[config.mk]
export PLATFORM = sky130hd
export DESIGN_NAME = alu_issue
export DESIGN_NICKNAME = d
export VERILOG_FILES = /design/src/rtl/alu_pkg.sv /design/src/rtl/alu_regfile.sv /design/src/rtl/alu_issue.sv
export SDC_FILE = /design/constraint.sdc
export NUM_CORES = 1
export LEC_CHECK = 0
export BUFFER_PORTS_ARGS = -buffer_cell sky130_fd_sc_hd__buf_4
export CORE_MARGIN = 3
export CORE_UTILIZATION = 51
export CTS_BUF_LIST = sky130_fd_sc_hd__clkbuf_16
export CTS_CLUSTER_DIAMETER = 50
export DETAILED_ROUTE_END_ITERATION = 7
export GPL_ROUTABILITY_DRIVEN = 0
export PLACE_DENSITY = 0.71
export SETUP_SLACK_MARGIN = 0.2
export SYNTH_ARGS = -nofsm -noshare
export SYNTH_HDL_FRONTEND = slang
export SYNTH_SLANG_ARGS = --single-unit
[constraint.sdc]
create_clock -name clk -period 6.1 [get_ports clk]
set_input_delay 0 -clock clk [delete_from_list [all_inputs] [get_ports clk]]
set_output_delay 0 -clock clk [all_outputs]
set_load 0.05 [all_outputs]
[src/rtl/alu_pkg.sv]
// Shared types and helpers for the ALU issue stage: opcodes, flag positions,
// issue FSM states and instruction field slicing.
package alu_pkg;

    typedef enum logic [2:0] {
        OP_ADD   = 3'b000,
        OP_SUB   = 3'b001,
        OP_AND   = 3'b010,
        OP_OR    = 3'b011,
        OP_XOR   = 3'b100,
        OP_INC   = 3'b101,
        OP_PASSA = 3'b110,
        OP_PASSB = 3'b111
    } alu_op_e;

    localparam int FLAG_OVF  = 2;
    localparam int FLAG_NEG  = 1;
    localparam int FLAG_ZERO = 0;

    typedef enum logic {
        ST_RUN  = 1'b0,
        ST_TRAP = 1'b1
    } state_e;

    // Instruction layout is {opcode, rd, ra, rb}; register slot 0 is rb, 1 is ra, 2 is rd.
    function automatic logic [2:0] instr_opcode(input logic [31:0] instr, input int aw);
        return 3'((instr >> (3 * aw)) & 32'd7);
    endfunction

    function automatic logic [7:0] instr_reg(input logic [31:0] instr, input int aw, input int slot);
        return 8'((instr >> (slot * aw)) & ((32'd1 << aw) - 32'd1));
    endfunction

endpackage

[src/rtl/alu_regfile.sv]
// Register file for the issue stage: two operand read ports, a debug read port,
// and a write port where a retire beats an external write to the same entry.
module alu_regfile #(
    parameter int BW   = 16,
    parameter int NREG = 8,
    parameter int AW   = $clog2(NREG)
) (
    input  logic          clk,
    input  logic          rst,
    input  logic [AW-1:0] i_ra_addr,
    output logic [BW-1:0] o_ra_data,
    input  logic [AW-1:0] i_rb_addr,
    output logic [BW-1:0] o_rb_data,
    input  logic [AW-1:0] i_dbg_addr,
    output logic [BW-1:0] o_dbg_data,
    input  logic          i_ret_we,
    input  logic [AW-1:0] i_ret_addr,
    input  logic [BW-1:0] i_ret_data,
    input  logic          i_ext_we,
    input  logic [AW-1:0] i_ext_addr,
    input  logic [BW-1:0] i_ext_data
);

    logic [BW-1:0] r_mem [NREG];

    // Both writers may land on different entries in the same cycle.
    always_ff @(posedge clk or posedge rst) begin
        if (rst) begin
            for (int i = 0; i < NREG; i++) begin
                r_mem[i] <= '0;
            end
        end else begin
            for (int i = 0; i < NREG; i++) begin
                if (i_ret_we && (i_ret_addr == AW'(i))) begin
                    r_mem[i] <= i_ret_data;
                end else if (i_ext_we && (i_ext_addr == AW'(i))) begin
                    r_mem[i] <= i_ext_data;
                end
            end
        end
    end

    assign o_ra_data  = r_mem[i_ra_addr];
    assign o_rb_data  = r_mem[i_rb_addr];
    assign o_dbg_data = r_mem[i_dbg_addr];

endmodule

[src/rtl/alu_issue.sv]
// Operand-issue and writeback stage in front of the 16-bit ALU: reads operands
// with forwarding, retires results, and traps on signed overflow when enabled.
module alu_issue
    import alu_pkg::*;
#(
    parameter  int BW    = 16,
    parameter  int NREG  = 8,
    parameter  int CNT_W = 16,
    localparam int AW    = $clog2(NREG),
    localparam int IW    = 3 + 3 * AW
) (
    input  logic             clk,
    input  logic             rst,
    input  logic             i_instr_valid,
    output logic             o_instr_ready,
    input  logic [IW-1:0]    i_instr,
    output logic [2:0]       o_alu_op,
    output logic [BW-1:0]    o_alu_a,
    output logic [BW-1:0]    o_alu_b,
    input  logic [BW:0]      i_alu_out,
    input  logic [2:0]       i_alu_flags,
    output logic             o_issue_valid,
    input  logic             i_trap_en,
    input  logic             i_trap_clr,
    output logic             o_trap,
    input  logic             i_ext_we,
    input  logic [AW-1:0]    i_ext_addr,
    input  logic [BW-1:0]    i_ext_data,
    input  logic [AW-1:0]    i_dbg_addr,
    output logic [BW-1:0]    o_dbg_data,
    output logic [2:0]       o_flags_q,
    output logic [CNT_W-1:0] o_retired
);

    state_e           r_state;
    state_e           w_state_next;
    alu_op_e          r_alu_op;
    logic [BW-1:0]    r_alu_a;
    logic [BW-1:0]    r_alu_b;
    logic             r_issue_valid;
    logic [AW-1:0]    r_rd_q;
    logic [2:0]       r_flags_q;
    logic [CNT_W-1:0] r_retired;

    logic             w_ovf_hit;
    logic             w_instr_ready;
    logic             w_accept;
    logic             w_retire;
    logic [2:0]       w_opcode;
    logic [AW-1:0]    w_rd;
    logic [AW-1:0]    w_ra;
    logic [AW-1:0]    w_rb;
    logic [BW-1:0]    w_rf_a;
    logic [BW-1:0]    w_rf_b;
    logic [BW-1:0]    w_fwd_a;
    logic [BW-1:0]    w_fwd_b;
    logic [BW-1:0]    w_result;
    logic             w_unused_carry;

    assign w_opcode = instr_opcode(32'(i_instr), AW);
    assign w_rd     = AW'(instr_reg(32'(i_instr), AW, 2));
    assign w_ra     = AW'(instr_reg(32'(i_instr), AW, 1));
    assign w_rb     = AW'(instr_reg(32'(i_instr), AW, 0));

    assign w_result       = i_alu_out[BW-1:0];
    assign w_unused_carry = i_alu_out[BW];

    assign w_ovf_hit = r_issue_valid & i_trap_en & i_alu_flags[FLAG_OVF];
    assign w_retire  = r_issue_valid & ~w_ovf_hit;
    assign w_accept  = i_instr_valid & w_instr_ready;

    alu_regfile #(
        .BW   (BW),
        .NREG (NREG),
        .AW   (AW)
    ) u_regfile (
        .clk        (clk),
        .rst        (rst),
        .i_ra_addr  (w_ra),
        .o_ra_data  (w_rf_a),
        .i_rb_addr  (w_rb),
        .o_rb_data  (w_rf_b),
        .i_dbg_addr (i_dbg_addr),
        .o_dbg_data (o_dbg_data),
        .i_ret_we   (w_retire),
        .i_ret_addr (r_rd_q),
        .i_ret_data (w_result),
        .i_ext_we   (i_ext_we),
        .i_ext_addr (i_ext_addr),
        .i_ext_data (i_ext_data)
    );

    // The in-flight result bypasses the register file it is about to be written into.
    assign w_fwd_a = (w_retire && (r_rd_q == w_ra)) ? w_result : w_rf_a;
    assign w_fwd_b = (w_retire && (r_rd_q == w_rb)) ? w_result : w_rf_b;

    always_comb begin
        w_state_next  = r_state;
        w_instr_ready = 1'b0;
        case (r_state)
            ST_RUN: begin
                w_instr_ready = ~w_ovf_hit;
                if (w_ovf_hit) begin
                    w_state_next = ST_TRAP;
                end
            end
            ST_TRAP: begin
                if (i_trap_clr) begin
                    w_state_next = ST_RUN;
                end
            end
        endcase
    end

    always_ff @(posedge clk or posedge rst) begin
        if (rst) begin
            r_state <= ST_RUN;
        end else begin
            r_state <= w_state_next;
        end
    end

    // ALU operand registers hold their last values when nothing is accepted.
    always_ff @(posedge clk or posedge rst) begin
        if (rst) begin
            r_issue_valid <= 1'b0;
            r_alu_op      <= OP_ADD;
            r_alu_a       <= '0;
            r_alu_b       <= '0;
            r_rd_q        <= '0;
        end else begin
            r_issue_valid <= w_accept;
            if (w_accept) begin
                r_alu_op <= alu_op_e'(w_opcode);
                r_alu_a  <= w_fwd_a;
                r_alu_b  <= w_fwd_b;
                r_rd_q   <= w_rd;
            end
        end
    end

    always_ff @(posedge clk or posedge rst) begin
        if (rst) begin
            r_flags_q <= '0;
            r_retired <= '0;
        end else if (w_retire) begin
            r_flags_q <= {i_alu_flags[FLAG_OVF], i_alu_flags[FLAG_NEG], i_alu_flags[FLAG_ZERO]};
            r_retired <= r_retired + CNT_W'(1);
        end
    end

    assign o_instr_ready = w_instr_ready;
    assign o_alu_op      = r_alu_op;
    assign o_alu_a       = r_alu_a;
    assign o_alu_b       = r_alu_b;
    assign o_issue_valid = r_issue_valid;
    assign o_trap        = (r_state == ST_TRAP);
    assign o_flags_q     = r_flags_q;
    assign o_retired     = r_retired;

endmodule

# Yosys cells after proc, flatten, opt, wreduce, memory -nomap -nowiden
# Cells that the tools add are included.
[op_classes]
addsub = 1
n_lt_le_gt_ge = 3
eq_ne = 16
mux = 31
bitwise = 9
n_reduce_logical = 28
[ops]
columns = ["operator", "n"]
rows = [
  ["two-way mux 16 bit", 24],
  ["binary-select mux 16 bit (select 3 bit)", 3],
  ["== test 3 bit (second input constant)", 8],
  ["logical AND 1 bit", 18],
  ["adder 16 x 1 -> 16 bit (second input constant)", 1],
  ["nonzero test 2 bit", 8],
  ["== test 3 x 2 -> 1 bit (second input constant)", 4],
  [">= comparator 4 bit (second input constant)", 3],
  ["NOT 3 -> 4 bit", 3],
  ["== test 3 x 1 -> 1 bit (second input constant)", 2],
  ["== test 3 bit", 2],
  ["logical NOT 3 bit", 2],
  ["AND 1 bit", 4],
  ["two-way mux 1 bit", 3],
  ["NOT 1 bit", 2],
  ["one-hot mux 1 bit (2 select lines)", 1],
]
[totals]
regBits = 187
inputBits = 60
output_inout_bits = 73
wordCells = 104

# Depth between registers and ports, before layout
[depth]
ltp_word = 6
ltp_mapped = 8

# Cells and area by module
# A second synthesis with hierarchy kept.
[unflattened]
hier_cells = 997
area_unflattened_um2 = 12059.1
[modules_own_cells]
columns = ["mod", "instances", "cells_each", "area_per_inst_um2", "seq_area_each_um2"]
rows = [
  ["alu_regfile", 1, 771, 9354.0, 3203.1],
  ["alu_issue", 1, 226, 2705.1, 1476.4],
]

# Least setup slack after synthesis
# Ideal clock, no wire load.
[synth_path]
path_kind = "flip-flop to flip-flop"
startpoint = "register r_state, in the netlist o_trap"
endpoint = "register r_alu_b[10], in the netlist o_alu_b[10]"
setup_ps = 126
arrival_time_ps = 2641
slack_ps = 3333
path_stages_with_launch = 6
path_buffers = 2
period_less_slack_ps = 2767
cell_sequence = "dfrtp_1 > a31oi_1 > nand2_1 > clkbuf_1 > clkbuf_1 > a221o_1"
[synth_via]
elab_chain_len = 2
[synth_rtl]
columns = ["item", "line", "text"]
rows = [
  ["start: declaration", "alu_issue.sv:35", "state_e r_state;"],
  ["start signal: assignment", "alu_issue.sv:119", "r_state <= w_state_next;"],
  ["two-way mux 1 bit", "alu_issue.sv:100", "case (r_state)"],
  ["named net o_instr_ready", "alu_issue.sv:15", "output logic o_instr_ready,"],
  ["AND 1 bit", "alu_issue.sv:70", "assign w_accept = i_instr_valid & w_instr_ready;"],
  ["end signal: assignment", "alu_issue.sv:136", "r_alu_b <= w_fwd_b;"],
  ["end: declaration", "alu_issue.sv:39", "logic [BW-1:0] r_alu_b;"],
]
# The timed path passes the listed nets, and every way through them passes these cells.
# A chain may end at the register's enable or synchronous reset.

# Worst setup path in the final report
[layout_path]
startpoint = "register r_rd_q[2]"
endpoint = "register r_alu_b[11], in the netlist o_alu_b[11]"
[layout_via]
elab_chain_len = 3
[layout_rtl]
columns = ["item", "line", "text"]
rows = [
  ["start: declaration", "alu_issue.sv:41", "logic [AW-1:0] r_rd_q;"],
  ["start signal: assignment", "alu_issue.sv:137", "r_rd_q <= w_rd;"],
  ["== test 3 bit", "alu_issue.sv:95", "assign w_fwd_b = (w_retire && (r_rd_q == w_rb)) ? w_result : w_rf_b;"],
  ["logical AND 1 bit", "alu_issue.sv:95", ""],
  ["two-way mux 16 bit", "alu_issue.sv:95", ""],
]
# Every way passes these cells.

==> flow_summary.rst <==
.. list-table::
   :header-rows: 1

   * - Metric
     - Value
   * - Run status
     - completed
   * - Synth Warn #
     - 0
   * - Overall via count from detail_route
     - roughly 8,900
   * - Power density over cell area
     - between 400 and 500 mW/mm²
   * - Top_reg_cell synth
     - dfrtp_1
   * - Nets@finish
     - 1,177
   * - Yosys top cell by area
     - dfrtp_1
   * - Relative max-transition margin
     - 30.9%
   * - Final count of pins violating max slew
     - 0
   * - H-tree levels
     - 4
   * - Die width
     - 156 µm
   * - Cell-by-cell trace of the critical path
     - xor2_1 > nor4_4 > and2_1 > a221o_1
   * - Cell family with most CP delay
     - simple AND/OR/NAND/NOR gates
   * - Half-perimeter wire length after detailed placement
     - between 20 and 25 mm
   * - Period utilization
     - a little under half
   * - Mean routed wirelength per cell
     - between 20 and 25 µm
   * - Share of the core filled with cells in the final layout
     - between 60% and 70%
   * - Minimum hold slack
     - around 99 ps
   * - CP Data Required Time
     - ~6500 ps
   * - I/O pin cnt
     - between 100 and 150
   * - Synth async-reset ratio
     - 100%
   * - Cells taking the most area after synthesis
     - dfrtp_1 (41%), mux4_2 (19%), mux2i_1 (14%)
   * - Seq cells post-synth
     - between 150 and 200
   * - Number of routed nets with antenna violations
     - 0
   * - Global-route wire length before repair
     - about 51 mm
   * - Drc violations
     - 0
   * - Layout Area Growth over Synthesis
     - 18.8%
   * - Gate count after technology mapping
     - ~1,000
   * - Setup repair after global routing missed its margin
     - false
   * - Crit path capture type
     - register
   * - Delay of the slowest critical-path stage
     - 910 ps
   * - Setup slack at placement
     - 3360 ps
   * - Top-area cell type share of the netlist area
     - 40.8%
   * - Overall Global Routing Usage
     - 27.4%
   * - Number of antenna violations at the first check in global routing
     - 1
   * - Unique cell type count in the Yosys netlist
     - 37
   * - Synthesized area divided by synthesized cell count
     - roughly 11 µm²
   * - Total of max-cap violations
     - 0
   * - Worst IR drop on VDD
     - ~0.22 mV
   * - Setup tns final
     - 0 ps
   * - Clk Latency, worst-skew pair
     - roughly 440 ps
   * - Post-synth EDFFs
     - 0
   * - Detailed-route wire length
     - about 33 mm
   * - Final critical path time including I/O delays and setup
     - between 2000 and 3000 ps
   * - Fmax
     - approximately 0.36 GHz
   * - Master cell of the clock root buffer
     - clkbuf_16
   * - Nets in the synthesized netlist
     - between 1,000 and 1,500
   * - CTS tree
     - built
   * - Final Hold Vio Count
     - 0
   * - Number of buffers inserted by port buffering
     - roughly 130
   * - Worst Skew
     - slightly below 9 ps
   * - FILL cells
     - roughly 1,700
   * - Number of setup violations in the final report
     - 0
   * - Area taken by multi-input logic gates
     - roughly 0.0063 mm²
   * - Drt via density
     - around 6.3
   * - Cell area after synthesis
     - around 0.011 mm²
   * - Slew @ Worst Pin
     - 1040 ps
   * - Total buffers and inverters traversed by the critical path
     - 0
   * - Vertical extent of the die
     - approximately 160 µm
   * - Number of clock buffers inserted by TritonCTS
     - 17
   * - Sequential-to-total area share from yosys stat
     - approximately two fifths
   * - Vias in the first global route
     - 8,652
   * - Standard cell core area
     - roughly 0.022 mm²
   * - CP max stage cell
     - nor4_4
   * - Sum of overflow across all layers after global routing
     - 0
   * - Diodes inserted
     - 0
   * - Post-cts repair resize count
     - 0
   * - Area of the die
     - 0.0243 mm²
   * - Register-to-Register Setup Slack
     - 3330 ps
   * - Layout cell share with drive strength beyond 1
     - about 27%
   * - Worst setup margin
     - approximately 3300 ps
   * - Detailed-router iteration count before antenna repair
     - 6
   * - Final Instance Count excl. Fillers
     - between 1,000 and 1,500
   * - Number of cells in the design after placement
     - 1,317
   * - Crit path launch type
     - register
   * - Data arrival time of the critical path
     - ~3200 ps
   * - DR iter-0 viols
     - about 1,100
   * - Hold WC Path Type
     - in2reg
   * - Clock Pin Slew Worst Setup and Hold Paths
     - ~70 ps
   * - Floorplan row count
     - 54
   * - Sink count of the clock tree
     - roughly 190
   * - Clk buf depth
     - 2
   * - Library cell with the highest instance count after synthesis
     - dfrtp_1
   * - Standby leakage power
     - approximately 6 nW
   * - Area taken by flip-flops and latches
     - roughly 0.0047 mm²
   * - Category of the most critical setup path
     - reg2reg
   * - Maximum fanout along the worst path
     - 17
   * - Top cell types by occurrence after synthesis
     - dfrtp_1 (187), mux2i_1 (160), nand2_1 (101)
   * - Initial cell density of the core
     - between 50% and 60%
   * - Maximum number of pins on one net before global-route repair
     - between 100 and 150
## layout by cell type, fill, tap and decap left out, types with 6 or more instances in the layout
master | Yosys | final
a21oi_1 | 65 | 65
a221o_1 | 30 | 30
buf_4 | 8 | 149
clkbuf_16 | 0 | 17
dfrtp_1 | 187 | 187
dlygate4sd3_1 | 0 | 60
inv_6 | 0 | 6
mux2_2 | 16 | 16
mux2i_1 | 160 | 160
mux4_2 | 96 | 96
nand2_1 | 101 | 100
nand3_1 | 9 | 9
nor2_1 | 71 | 71
nor3_1 | 32 | 31
o21ai_0 | 52 | 52
o21ai_1 | 12 | 12
xnor2_1 | 11 | 11
xor2_1 | 10 | 10
## flip-flops by register name (all words and copies together) (netlist names)
register	count
o_alu_op	3
o_flags_q	3
o_issue_valid	1
o_retired	16
o_alu_b	16
u_regfile.r_mem	128
o_alu_a	16
r_rd_q	3
o_trap	1
## worst register-to-register path, delay by kind of cell (launching register included)
kind	cells	cell delay [ps]
AND/OR/NAND/NOR	2	1620
flip-flops	1	660
AO/OA/AOI/OAI	1	260
XOR/XNOR	1	180
## path summary, 6_finish.rpt
kind,from,endpoint,cells past startpoint
hold reg to reg,o_retired[15]$_DFFE_PP0P_,o_retired[15]$_DFFE_PP0P_,1
hold / removal,i_trap_en,o_flags_q[1]$_DFFE_PP0P_,4
min in group asynchronous,rst,u_regfile.r_mem[94]$_DFFE_PP0P_,3
setup reg to reg,r_rd_q[2]$_DFFE_PP0P_,o_alu_b[11]$_DFFE_PP0P_,4
max in group asynchronous,rst,o_alu_b[7]$_DFFE_PP0P_,4
setup / recovery,r_rd_q[2]$_DFFE_PP0P_,o_alu_b[11]$_DFFE_PP0P_,4
## logic make-up (layout without fill, tap and decap cells)
kind of cell	Yosys count	count (layout)	synth area share, %
AO/OA/AOI/OAI	164	164	8.66
multiplexers	272	272	34.4
buffers and inverters	125	245	4.81
XOR/XNOR	21	21	1.60
flip-flops	187	187	40.8
AND/OR/NAND/NOR	239	239	9.66
adder cells (fa/ha/maj)	1	1	0.109
## power by group
part | switching [mW] | internal (mW)
Combinational | 1.64 | 1.42
Clock | 0.535 | 0.538
Sequential | 0.575 | 1.81
Total | 2.75 | 3.77
## cell type report
class | count | area share, %
tap | 280 | 2.57
multi-input combinational | 697 | 46.3
clock buffer | 17 | 3.12
sequential | 187 | 34.3
inverter | 4 | 0.147
clock inverter | 15 | 0.963
timing repair buffer | 209 | 12.6
## repair_timing
action	CTS	global route
endpoints found under the hold margin	274	0
buffers inserted	0	0
hold buffers	60	0
## through the flow
stage / total power, mW / area (µm²)
after floorplan: 4.48 / 11500
after global placement: 5.21 / 12500
after detailed placement: 5.32 / 12500
after CTS: 6.50 / 13600
after global routing: 6.87 / 13600
final: 6.53 / 13600
## layer usage
layer	GRT usage, %	part of all wire (%)	routed length [µm]	vias to the layer above
met4	7.15	2.2	727	2
met3	5.19	9.4	3080	59
met2	42.4	46	15200	501
met1	40.1	42	13800	4383
li1	-	-	-	3940
met5	0	0.040	13	-
(Power assumes the default switching activity.)
